<file path="src/rtl/router_reg_param.sv">
// Router input-path register stage: latches the header, buffers one word while the
// channel FIFO is full, and checks packet checksum and payload length.
module router_reg_param #(
    parameter int DATA_W   = 8,
    parameter int ADDR_W   = 2,
    parameter int PAR_MODE = 0,
    parameter int LEN_CHK  = 1
) (
    input  logic              clk,
    input  logic              rst,
    input  logic              pkt_valid,
    input  logic [DATA_W-1:0] din,
    input  logic              fifo_full,
    input  logic              detect_addr,
    input  logic              lfd_state,
    input  logic              ld_state,
    input  logic              laf_state,
    input  logic              full_state,
    input  logic              rst_int_reg,
    output logic [DATA_W-1:0] dout,
    output logic              dout_vld,
    output logic              parity_done,
    output logic              low_pkt_valid,
    output logic              err,
    output logic              len_err
);
    localparam int CNT_W = DATA_W - ADDR_W;

    logic [DATA_W-1:0] r_hdr;
    logic [DATA_W-1:0] r_hold;
    logic [DATA_W-1:0] r_dout;
    logic [DATA_W-1:0] r_int_par;
    logic [DATA_W-1:0] r_ext_par;
    logic [CNT_W-1:0]  r_cnt;
    logic              r_dout_vld;
    logic              r_parity_done;
    logic              r_parity_done_d;
    logic              r_low_pkt_valid;
    logic              r_err;
    logic              r_len_err;

    logic              w_addr_ok;
    logic              w_hdr_load;
    logic              w_acc_hdr;
    logic              w_acc_din;
    logic              w_par_cap;
    logic              w_chk;
    logic [DATA_W-1:0] w_acc_in;
    logic [DATA_W-1:0] w_acc_nxt;
    logic [CNT_W-1:0]  w_len;

    // The all-ones destination is reserved, so such a header never replaces r_hdr.
    assign w_addr_ok  = (din[ADDR_W-1:0] != {ADDR_W{1'b1}});
    assign w_hdr_load = detect_addr & pkt_valid & w_addr_ok;
    assign w_acc_hdr  = lfd_state & pkt_valid;
    assign w_acc_din  = ld_state & pkt_valid & ~full_state;
    assign w_acc_in   = w_acc_hdr ? r_hdr : din;
    assign w_acc_nxt  = (PAR_MODE == 1) ? (r_int_par + w_acc_in) : (r_int_par ^ w_acc_in);
    assign w_par_cap  = (ld_state & ~fifo_full & ~pkt_valid)
                      | (laf_state & r_low_pkt_valid & ~r_parity_done);
    assign w_chk      = r_parity_done & ~r_parity_done_d;
    assign w_len      = r_hdr[DATA_W-1:ADDR_W];

    always_ff @(posedge clk) begin
        if (!rst) begin
            r_hdr      <= '0;
            r_hold     <= '0;
            r_dout     <= '0;
            r_dout_vld <= 1'b0;
        end else begin
            if (w_hdr_load)
                r_hdr <= din;
            r_dout_vld <= 1'b0;
            if (lfd_state) begin
                r_dout     <= r_hdr;
                r_dout_vld <= 1'b1;
            end else if (ld_state && !fifo_full) begin
                r_dout     <= din;
                r_dout_vld <= 1'b1;
            end else if (ld_state) begin
                r_hold <= din;
            end else if (laf_state) begin
                r_dout     <= r_hold;
                r_dout_vld <= 1'b1;
            end
        end
    end

    // A new header always restarts the packet bookkeeping, even on a parity event.
    always_ff @(posedge clk) begin
        if (!rst) begin
            r_int_par       <= '0;
            r_ext_par       <= '0;
            r_cnt           <= '0;
            r_parity_done   <= 1'b0;
            r_parity_done_d <= 1'b0;
            r_err           <= 1'b0;
            r_len_err       <= 1'b0;
        end else if (detect_addr) begin
            r_int_par       <= '0;
            r_ext_par       <= '0;
            r_cnt           <= '0;
            r_parity_done   <= 1'b0;
            r_parity_done_d <= 1'b0;
            r_err           <= 1'b0;
            r_len_err       <= 1'b0;
        end else begin
            if (w_acc_hdr || w_acc_din)
                r_int_par <= w_acc_nxt;
            if (w_acc_din && (r_cnt != {CNT_W{1'b1}}))
                r_cnt <= r_cnt + 1'b1;
            if (w_par_cap) begin
                r_ext_par     <= din;
                r_parity_done <= 1'b1;
            end
            r_parity_done_d <= r_parity_done;
            if (w_chk) begin
                r_err     <= (r_int_par != r_ext_par);
                r_len_err <= (LEN_CHK != 0) && (r_cnt != w_len);
            end
        end
    end

    always_ff @(posedge clk) begin
        if (!rst)
            r_low_pkt_valid <= 1'b0;
        else if (rst_int_reg)
            r_low_pkt_valid <= 1'b0;
        else if (ld_state && !pkt_valid)
            r_low_pkt_valid <= 1'b1;
    end

    assign dout          = r_dout;
    assign dout_vld      = r_dout_vld;
    assign parity_done   = r_parity_done;
    assign low_pkt_valid = r_low_pkt_valid;
    assign err           = r_err;
    assign len_err       = r_len_err;
endmodule
</file>
<file path="config.mk">
export PLATFORM = sky130hd
export DESIGN_NAME = router_reg_param
export DESIGN_NICKNAME = d
export VERILOG_FILES = /design/src/rtl/router_reg_param.sv
export SDC_FILE = /design/constraint.sdc
export NUM_CORES = 1
export LEC_CHECK = 0
export BUFFER_PORTS_ARGS = -buffer_cell sky130_fd_sc_hd__clkbuf_2
export CORE_ASPECT_RATIO = 0.6
export CORE_MARGIN = 4
export CORE_UTILIZATION = 33
export CTS_CLUSTER_SIZE = 24
export DETAILED_ROUTE_END_ITERATION = 7
export GPL_TIMING_DRIVEN = 1
export SKIP_LAST_GASP = 1
export SYNTH_ARGS = -nofsm -noshare
export SYNTH_HDL_FRONTEND = slang
export SYNTH_SLANG_ARGS = --single-unit
</file>
<file path="constraint.sdc">
create_clock -name clk -period 2.9 [get_ports clk]
set_input_delay 0.435 -clock clk [delete_from_list [all_inputs] [get_ports clk]]
set_output_delay 0.435 -clock clk [all_outputs]
set_load 0.05 [all_outputs]
</file>
Word-level counts from Yosys, hierarchy flattened. Cells that the tools add are included.

Add/sub/neg operators: 1. Equality and inequality tests: 5. Multiplexer cells: 9. Bitwise gates (word level): 20. Reduce and logical (&&, ||, !) cells: 11.

Operators by type and width (number): 8-bit 2-to-1 mux (5); 1-bit bitwise AND (10); 8-bit inequality test (1); 1-bit inverter (8); 8-bit bitwise XOR (1); 6-bit by 1-bit adder with 6-bit output, second input constant (1); 6-bit inequality test (1); 6-bit inequality test, second input constant (1); 1-bit 2-to-1 mux (4); 2-bit OR reduction (2); 1-bit logical AND (3); 3-bit by 2-bit inequality test with 1-bit output, second input constant (1); 3-bit AND reduction (1); 3-bit nonzero test (1); 1-bit logical NOT (2); 2-bit inequality test, second input constant (1); 2-bit AND reduction (1); 1-bit logical OR (1); 1-bit OR (1).

Register bits: 52. Input port bits: 18. Output and inout port bits: 13.

Logic depth before layout (Yosys ltp). Gate-level depths: netlist (run 1).

Word-level depth: 4. Mapped depth: 5. Mapped depth without buffers: 5.

Worst setup path after synthesis (run 1). OpenSTA, ideal clock, no wires.

Path type: flip-flop to flip-flop. Start point: register r_parity_done, in the netlist parity_done. End point: register r_ext_par[5]. Setup time: 0.128 ns. Arrival time: 1.409 ns. Setup slack: 1.363 ns. Cell stages (with the launch flop): 6. Period minus slack after synthesis: 1.537 ns. Cell sequence: dfxtp_1 -> inv_1 -> a31oi_1 -> buf_2 -> mux2i_1 -> nor2_1.

Longest elaborated chain between the ends: 3.

RTL lines: start: declaration (RTL line 36) `logic r_parity_done;`; start signal: assignment (RTL line 95) `r_parity_done <= 1'b0;`; start signal: assignment (RTL line 103) `r_parity_done <= 1'b0;`; start signal: assignment (RTL line 114) `r_parity_done <= 1'b1;`; 1-bit inverter (RTL line 60) `| (laf_state & r_low_pkt_valid & ~r_parity_done);`; 1-bit bitwise AND (RTL line 60); 1-bit OR (RTL line 60); end signal: assignment (RTL line 113) `r_ext_par <= din;`; end: declaration (RTL line 33) `logic [DATA_W-1:0] r_ext_par;`.

Every way passes these cells. A chain may end at the register's enable or synchronous reset.

Worst setup path in the final report (run 1).
Start point: register r_cnt[0]. End point: register r_cnt[2].

Longest elaborated chain between the ends: 2. Elaborated cells between the ends (all ways): 3. Those cells by class: add/sub: 1; eq/ne: 1; reduce/logical: 1.

RTL lines: start: declaration (RTL line 34) `logic [CNT_W-1:0] r_cnt;`; start signal: assignment (RTL line 111) `r_cnt <= r_cnt + 1'b1;`; parallel branches: the longest is 2 deep, another holds 6-bit by 1-bit adder with 6-bit output.

Several ways; the timed one is not identified.

==> reports/qor.csv, run 1 <==
metric,value,unit
ys_ff_latch,52,
core_area,0.00679,sq mm
clock-root-buffer,clkbuf_16,
netlist_area,0.00235,sq mm
place_congestion,0.750,
synth_top_family_by_area,simple AND/OR/NAND/NOR gates,
maxCapViolCount,0,
synth-simple-area-share,17.8,%
dp_cells,343,
layout-drive-gt1-share,17.1,%
async_reset_ff_share,0,%
hpwlAfterDp,3.86,mm
area_growth,14.4,%
muxShareOfSynthArea,14.1,%
fin_skew,0.00379,ns
nets,282,
cp-end-kind,flip-flop,
vias_per_cell,4.91,
rows,23,
ctsResizeCount,0,
fin_setup_tns,0,ns
wire_per_inst,14.8,um
initial_core_util,34.6,%
ys_warn_count,0,
final_util,39.6,%
synth_edf_count,0,
yosysUniqueCellTypes,36,
die_w,117,um
dr.pass1.iters,4,
synth_common_cells,"dfxtp_1, mux2i_1, nor2_1, nor2b_1, xor2_1",
synth_fa_ha_area_share,0.533,%
cp.arrival,1.79,ns
synth_area_leader_cell,dfxtp_1,
cts_max_level,2,
synthTopCellsByArea,"dfxtp_1, mux2i_1, nor2b_1",
max_slew_margin,61.4,%
max_freq,624,MHz
crit_path_start_kind,flip-flop,
cts_tree,built,
fin_crit,1.60,ns
ant_nets,0,
setup_viol,0,
rsz0062_at_grt,no,
post-route-period-util,55.3,%
path_class,reg2reg,
insertion_delay,0.29,ns
fin_cells,350,
grt_pass1_wl,8.50,mm
peakVddDrop,0.190,mV
ys_seq_area_share,44.3,%
postCtsHoldBufs,0,
cts.sinks,52,
antenna_found_initial,0,
clockBufferDepth,2,
io_buffers,30,
yosysMostFrequentCell,dfxtp_1,
syn-instance-count,237,
track_usage,13.1,%
drv_slew,0,
wirelength,5.17,mm
drtIter0Drc,64,
path_max_fanout,4,
boundaryPins,31,
antenna_cells,0,
power.density,551,mW/mm^2
synth_flop_cell,dfxtp_1,
crit_required,3.08,ns
drc_errors,0,
syn_nets,256,
overflow,0,
p_leak,1.16,nW
synth_xor_xnor_area_share,8.96,%
min_path_type,in2reg,
clk_pin_slew,0.06,ns
rrSetupSlack,1.30,ns
numCtsBuffers,5,
dieArea,0.00857,sq mm
grt_max_degree,22,
avgSynthCellArea,9.90,sq um
synth_compound_area_share,11.0,%
die_h,73.3,um
grt_pass1_vias,1644,
synth_top_area_share,44.3,%
hold_viol,0,
status,finished clean,
post_cts_buffers,0,
vias,1720,
tightest_slew,0.579,ns
[cells by family (layout without fill, tap and decap cells)]
family	Yosys count	count (layout)
AND/OR/NAND/NOR	75	75
flip-flops	52	52
AO/OA/AOI/OAI	37	37
multiplexers	33	33
XOR/XNOR	24	24
buffers and inverters	15	41
adder cells (fa/ha/maj)	1	1
[per-stage QoR]
stage | hold slack, ns | power (mW) | setup slack [ns] | instance area [sq um]
2_1_floorplan | 0.472 | 0.881 | 1.36 | 2350
3_3_place_gp | 0.460 | 0.929 | 1.20 | 2550
3_5_place_dp | 0.458 | 0.930 | 1.15 | 2550
4_1_cts | 0.302 | 1.50 | 1.31 | 2690
5_1_grt | 0.314 | 1.55 | 1.14 | 2690
6_report | 0.305 | 1.48 | 1.30 | 2690
[registers in the layout (all words and copies together) (netlist names)]
name and flops:
len_err 1, err 1, low_pkt_valid 1, r_hold 8, parity_done 1, r_cnt 6
r_hdr 8, dout_vld 1, r_int_par 8, r_ext_par 8, dout 8, r_parity_done_d 1
[power breakdown]
group	switching (mW)	total, mW	internal, mW
registers	0.0148	0.749	0.734
clock network	0.252	0.566	0.314
logic	0.103	0.166	0.0631
[worst paths after layout]
check                    from  depth (start not counted)       endpoint
hold reg to reg       dout[6]                          1        dout[6]
setup reg to reg     r_cnt[0]                          5       r_cnt[2]
setup / recovery     r_cnt[0]                          5       r_cnt[2]
hold / removal    rst_int_reg                          2  low_pkt_valid
[layout by cell type (no fill, tap or decap), types with 2 or more instances in the layout]
cell	synthesis	routed
a31oi_1	2	2
xor2_1	13	13
and3_1	2	2
xnor2_1	11	11
o21ai_0	10	10
buf_4	0	2
a22oi_1	8	8
mux2i_1	33	33
nor2_1	24	24
nand4_1	2	2
clkbuf_16	0	5
nand3b_1	2	2
a22o_1	8	8
a21oi_1	4	4
nor3_1	3	3
nor2b_1	19	19
inv_1	2	2
nor3b_1	2	2
dfxtp_1	52	52
nand2_1	12	12
clkbuf_2	0	30
[routing by layer]
layer  part of all wire [%]  global-route usage [%]  vias up  wire (um)
met5                      0                       0        -          0
met4                    1.0                    4.58        0         53
met3                    4.8                    3.70        5        250
met2                     36                    16.1       35       1850
met1                     58                    20.9      807       3020
li1                       -                       -      873          -
[critical path, cell delays in order, from the launching register on]
cell and delay (ns):
dfxtp_1 0.36, ha_1 0.26, and3_1 0.23, a31oi_2 0.32, a21oi_1 0.12, a31o_2 0.22
[final cells by class]
class / instances / area, sq um
well taps: 87 / 109
repair buffers: 32 / 165
clock buffers: 6 / 129
clock inverters: 1 / 5.00
inverters: 2 / 7.51
flip-flops and latches: 52 / 1040
fillers: 690 / 4110
multi-input cells: 170 / 1230
No activity file was read; power rests on OpenSTA's default activity.
==> run 2: changes to the inputs <==
--- a/config.mk
+++ b/config.mk
@@ -5,6 +5,7 @@
 export SDC_FILE = /design/constraint.sdc
 export NUM_CORES = 1
 export LEC_CHECK = 0
+export ABC_AREA = 1
 export BUFFER_PORTS_ARGS = -buffer_cell sky130_fd_sc_hd__clkbuf_2
 export CORE_ASPECT_RATIO = 0.6
 export CORE_MARGIN = 4
==> constraint.sdc (replaced) <==
create_clock -name clk -period 1.49 [get_ports clk]
set_input_delay 0.2235 -clock clk [delete_from_list [all_inputs] [get_ports clk]]
set_output_delay 0.2235 -clock clk [all_outputs]
set_load 0.05 [all_outputs]
==> run 2 against run 1 <==
Utilization rose by 1.8 points. Hold slack worse by 0.22 ns. Sequential power is 100% higher. Count of clock-buffer cells in the layout rose by 2. Flip-flop and latch count unchanged. Total power rose by 110%. Sequential share of layout area shrank 2.4 points. Die area increased by 3.8%. Maximum frequency up 21%. Largest power group unchanged.
==> reports/qor.csv, run 2 <==
metric,value,unit,change
synth_edf_count,0,,unchanged
overflow,0,,unchanged
place_congestion,0.824,,+9.9%
netlist_area,0.00244,sq mm,+4.2%
ant_nets,0,,unchanged
drv_slew,0,,unchanged
total_power,3.11,mW,+110%
wire_per_inst,12.1,um,-18%
boundaryPins,31,,unchanged
avgSynthCellArea,7.09,sq um,-28%
pwr-share-comb,14.1,%,+2.9 points
r2r_end,r_cnt[3],,
final_common_cell,nand2_1,,
grt_pass1_wl,9.26,mm,+8.9%
clock-root-buffer,clkbuf_16,,
track_usage,13.5,%,+0.44 points
max_slew_margin,80.4,%,+19 points
max_freq,756,MHz,+21%
crit_chain,ha_1 > nand3_1 > inv_1 > nand2_1 > nand2_2 > nand2_1 > a21oi_1,,
whs_path_depth,2,,unchanged
core_area,0.00694,sq mm,+2.1%
vias,2218,,+29%
antenna_found_initial,0,,unchanged
fin_setup_tns,0,ns,unchanged
fin_cells,480,,+37%
synth_area_leader_cell,dfxtp_1,,
synthTopCellsByArea,"dfxtp_1, nand2_1, o21ai_0",,
peakVddDrop,0.390,mV,+110%
ys_warn_count,0,,unchanged
maxCapViolCount,0,,unchanged
hold_viol,0,,unchanged
switching_share,27.3,%,+2.4 points
layout-drive-gt1-share,15.0,%,-2.1 points
synth_xor_xnor_area_share,4.30,%,-4.7 points
rsz0062_at_grt,no,,
crit_top_cell,nand2_1,,
async_reset_ff_share,0,%,unchanged
synth_top_area_share,42.6,%,-1.8 points
grt_max_degree,25,,+14%
area_growth,17.2,%,
drc_errors,0,,unchanged
cp-end-kind,flip-flop,,
fin_crit,1.32,ns,-0.281 ns
path_max_fanout,5,,+1
netSwitchingPower,851,uW,+130%
vias_per_cell,4.62,,-6.0%
power.density,1090,mW/mm^2,+97%
wirelength,5.82,mm,+13%
cts_tree,built,,
ys_ff_latch,52,,unchanged
die_w,119,um,+1.9%
synth_fa_ha_area_share,0.512,%,-0.021 points
synth_flop_cell,dfxtp_1,,
yosysUniqueCellTypes,24,,-33%
crit_required,1.72,ns,-1.36 ns
initial_core_util,35.3,%,+0.69 points
nets,398,,+41%
dp_cells,472,,+38%
cpMaxStageDelayCell,dfxtp_1,,
synth_compound_area_share,18.9,%,+7.9 points
seqPwrFrac,48.1,%,-2.5 points
clkPwrFrac,37.8,%,-0.5 points
cp.arrival,1.55,ns,-0.24 ns
cts.sinks,52,,unchanged
layout_common_cells,"nand2_1, dfxtp_1, o21ai_0",,
grt_pass1_vias,1891,,+15%
rows,23,,unchanged
synth_top_family_by_area,simple AND/OR/NAND/NOR gates,,
synth_common_cells,"nand2_1, dfxtp_1, o21ai_0, nor2_1, a21oi_1",,
r2r_cells,7,,+2
setup_viol,0,,unchanged
worstReg2RegStart,r_cnt[1],,
muxShareOfSynthArea,0,%,-14 points
min_path_type,in2reg,,
cts_max_level,2,,unchanged
drtIter0Drc,138,,+120%
post_cts_buffers,0,,unchanged
min_from,rst_int_reg,,
min_to,low_pkt_valid,,
crit_path_start_kind,flip-flop,,
synth-simple-area-share,25.1,%,+7.3 points
syn_nets,364,,+42%
tightest_slew,0.291,ns,-0.288 ns
cellInternalPower,2.26,mW,+100%
clockBufferDepth,2,,unchanged
antenna_cells,0,,unchanged
hpwlAfterDp,4.36,mm,+13%
max_stage_delay,0.39,ns,+0.03 ns
p_leak,1.18,nW,+2.2%
status,finished clean,,
numCtsBuffers,5,,unchanged
fin_skew,0.00135,ns,-0.00243 ns
path_class,reg2reg,,
rrSetupSlack,0.17,ns,-1.13 ns
post-route-period-util,88.7,%,+33 points
final_cell_area,0.00287,sq mm,+6.7%
io_buffers,30,,unchanged
dieArea,0.00889,sq mm,+3.8%
nFillCells,721,,+4.5%
clk_pin_slew,0.06,ns,about the same
syn-instance-count,345,,+46%
dr.pass1.iters,4,,unchanged
placed_area,0.00272,sq mm,+6.5%
insertion_delay,0.29,ns,about the same
die_h,74.7,um,+1.8%
ys_seq_area_share,42.6,%,-1.8 points
yosysMostFrequentCell,nand2_1,,
run 2: cell count changes after synthesis, moves of 8 or more:
| cell | before | now |
|---|---|---|
| nor2b_1 | 19 | 0 |
| a22o_1 | 8 | 0 |
| nand2_1 | 12 | 65 |
| mux2i_1 | 33 | 0 |
| a22oi_1 | 8 | 0 |
| nor2_1 | 24 | 41 |
| o21ai_0 | 10 | 48 |
| inv_1 | 2 | 34 |
| a21oi_1 | 4 | 38 |
| nand3_1 | 1 | 26 |
| xor2_1 | 13 | 5 |
run 2: cells by family after synthesis:
| kind of cell | Yosys count |
|---|---|
| simple gates | 142 |
| compound gates | 90 |
| flops | 52 |
| buf+inv | 48 |
| xor+xnor | 12 |
| fa+ha+maj | 1 |
run 2: per-layer routing:
| metal | part of all wire [%] | GRT usage, % |
|---|---|---|
| met5 | 0 | 0 |
| met3 | 6.3 | 3.60 |
| met2 | 36 | 17.9 |
| met4 | 1.7 | 6.16 |
| met1 | 56 | 20.2 |
run 2: worst max-delay path by stage:
stage,start,to,cells past startpoint
2_1_floorplan,parity_done,err,7
3_3_place_gp,r_cnt[0],r_cnt[4],7
3_5_place_dp,r_cnt[0],r_cnt[4],7
4_1_cts,r_cnt[0],r_cnt[4],7
5_1_grt,r_cnt[1],r_cnt[4],7
6_report,r_cnt[1],r_cnt[3],7
run 2: critical path: cells and delay by family, from the launching register on:
family	cells	cell delay, ns
buffers and inverters	1	0.13
adder cells (fa/ha/maj)	1	0.21
flip-flops	1	0.39
AO/OA/AOI/OAI	1	0.13
AND/OR/NAND/NOR	4	0.39
run 2: cell type report:
cell class / instances / area, sq um / area share, %
clock buffer: 8 / 146 / 5.11
inverter: 38 / 143 / 4.98
multi-input combinational: 245 / 1190 / 41.7
sequential: 52 / 1040 / 36.4
tap: 100 / 125 / 4.37
timing repair buffer: 37 / 215 / 7.51
run 2: per-stage QoR:
stage          utilization (%)  worst slack (ns)  hold slack, ns
2_1_floorplan                -             0.110           0.300
3_3_place_gp              39.2             0.205           0.394
3_5_place_dp              39.2             0.136           0.391
4_1_cts                   41.3             0.112          0.0745
5_1_grt                   41.3           0.00605          0.0923
6_report                  41.3             0.168          0.0862
run 2: timing repair:
item	4_1_cts	5_1_grt
hold buffers	0	0
gates resized for setup	0	1
endpoints found under the setup margin	0	2
run 2: power by group through the flow:
stage | combinational [mW] | clock (mW) | sequential, mW
after floorplan | 0.233 | 0 | 1.60
after global placement | 0.439 | 0 | 1.53
after detailed placement | 0.441 | 0 | 1.53
after CTS | 0.443 | 1.21 | 1.50
after global routing | 0.491 | 1.25 | 1.50
final | 0.440 | 1.18 | 1.50
==> run 3: changes to the inputs <==
--- a/config.mk
+++ b/config.mk
@@ -7,9 +7,11 @@
 export LEC_CHECK = 0
 export ABC_AREA = 1
 export BUFFER_PORTS_ARGS = -buffer_cell sky130_fd_sc_hd__clkbuf_2
+export CAP_MARGIN = 25
 export CORE_ASPECT_RATIO = 0.6
 export CORE_MARGIN = 4
 export CORE_UTILIZATION = 33
+export CTS_BUF_LIST = sky130_fd_sc_hd__clkbuf_4 sky130_fd_sc_hd__clkbuf_8
 export CTS_CLUSTER_SIZE = 24
 export DETAILED_ROUTE_END_ITERATION = 7
 export GPL_TIMING_DRIVEN = 1
==> run 3 against run 2 <==
Cell area is 1.7% lower. Die area stayed put. Clock power is 25% lower. Wire length is 0.31% lower. Register-to-register slack better by 0.02 ns. Largest power group unchanged. Highest routed layer unchanged.
==> reports/qor.csv, run 3 (synthesized netlist as in run 2, its figures left out) <==
metric,value,unit,change
path_max_fanout,5,,unchanged
peakVddDrop,0.334,mV,-14%
r2r_end,r_cnt[1],,
p_leak,1.16,nW,-1.6%
maxCapViolCount,0,,unchanged
cts.sinks,52,,unchanged
clock-root-buffer,clkbuf_8,,
min_path_type,in2reg,,
min_from,rst_int_reg,,
fin_skew,0.00222,ns,+0.000867 ns
cts_tree,built,,
antenna_cells,0,,unchanged
boundaryPins,31,,unchanged
numCtsBuffers,5,,unchanged
final_util,40.6,%,-0.69 points
hold_viol,0,,unchanged
multiInputGateArea,0.00119,sq mm,unchanged
vias,2214,,-0.18%
dieArea,0.00889,sq mm,unchanged
insertion_delay,0.31,ns,+0.02 ns
seqCellArea,0.00104,sq mm,+0.12%
worstReg2RegStart,r_cnt[0],,
post-route-period-util,87.1,%,-1.6 points
vias_per_cell,4.61,,-0.18%
clk_pin_slew,0.09,ns,+0.03 ns
whs_path_depth,2,,unchanged
drtIter0Drc,155,,+12%
die_w,119,um,unchanged
core_area,0.00694,sq mm,unchanged
crit_required,1.70,ns,-0.02 ns
cp.arrival,1.51,ns,-0.04 ns
drc_errors,0,,unchanged
min_to,low_pkt_valid,,
fin_crit,1.30,ns,-0.0236 ns
status,finished clean,,
grt_max_degree,25,,unchanged
io_buffers,30,,unchanged
grt_pass1_vias,1880,,-0.58%
place_congestion,0.824,,unchanged
tightest_slew,0.299,ns,+0.00864 ns
layout-drive-gt1-share,15.8,%,+0.79 points
wire_per_inst,12.1,um,-0.31%
antenna_found_initial,0,,unchanged
ant_nets,0,,unchanged
die_h,74.7,um,unchanged
cp-end-kind,flip-flop,,
path_class,reg2reg,,
dr.pass1.iters,4,,unchanged
clockBufferDepth,2,,unchanged
nets,398,,unchanged
wirelength,5.80,mm,-0.31%
layout_common_cells,"nand2_1, dfxtp_1, o21ai_0",,
nFillCells,727,,+0.83%
rows,23,,unchanged
overflow,0,,unchanged
rrSetupSlack,0.19,ns,+0.02 ns
final_common_cell,nand2_1,,
grt_pass1_wl,9.26,mm,unchanged
rsz0062_at_grt,no,,
r2r_cells,7,,unchanged
max_slew_margin,79.8,%,-0.58 points
cts_max_level,2,,unchanged
area_growth,15.3,%,
power.density,1000,mW/mm^2,-8.0%
max_freq,770,MHz,+1.8%
initial_core_util,35.3,%,unchanged
drv_slew,0,,unchanged
setup_viol,0,,unchanged
hpwlAfterDp,4.36,mm,unchanged
track_usage,13.4,%,-0.080 points
crit_path_start_kind,flip-flop,,
fin_setup_tns,0,ns,unchanged
[run 3: cell counts in the layout (fill, tap and decap cells not counted)]
Identical to the previous run, type by type.
[run 3: worst max-delay path: stages, from the launching register on]
cell and delay [ns]:
dfxtp_2 0.36, ha_1 0.23, nand3_1 0.12, inv_1 0.09, nand2_1 0.11, nand2_2 0.09, o21ai_0 0.16, nor2_1 0.05
[run 3: worst max path at each step]
stage | start | endpoint | slack, ns | cells past startpoint
final | r_cnt[0] | r_cnt[1] | 0.19 | 7
after global routing | r_cnt[0] | r_cnt[4] | 0.06 | 7
after CTS | r_cnt[0] | r_cnt[4] | 0.11 | 7
after detailed placement | r_cnt[0] | r_cnt[4] | 0.14 | 7
after global placement | r_cnt[0] | r_cnt[4] | 0.20 | 7
after floorplan | parity_done | err | 0.11 | 7
[run 3: final cells by class]
type                    count  area share, %
clock buffers               8           3.46
repair buffers             37           7.64
multi-input cells         245           42.4
flip-flops and latches     52           37.0
well taps                 100           4.44
inverters                  38           5.06
[run 3: layer usage]
layer | global-route usage [%] | routed length [um] | vias to the layer above
li1 | - | - | 1188
met1 | 20.5 | 3170 | 966
met2 | 17.9 | 2130 | 53
met3 | 3.60 | 417 | 7
met4 | 5.01 | 76 | 0
met5 | 0 | 0 | -
[run 3: report_power, final]
group | switching [mW] | internal, mW | leakage, nW
clock network | 0.464 | 0.417 | 0.0523
logic | 0.302 | 0.138 | 0.687
registers | 0.0441 | 1.45 | 0.426
total | 0.811 | 2.01 | 1.16
[run 3: per-stage QoR]
step	cells	total power [mW]	hold WS [ns]	worst slack, ns	cell area [sq um]
final	480	2.82	0.0622	0.192	2820
after global routing	480	2.96	0.0612	0.0632	2820
after CTS	480	2.85	0.0485	0.115	2820
after detailed placement	472	1.97	0.391	0.136	2720
after global placement	472	1.97	0.394	0.205	2720
after floorplan	345	1.83	0.300	0.110	2440
[run 3: repair_timing]
action,CTS,global route
buffers inserted,0,0
hold buffers,0,0
resized for setup,0,2
setup endpoints to repair,0,1
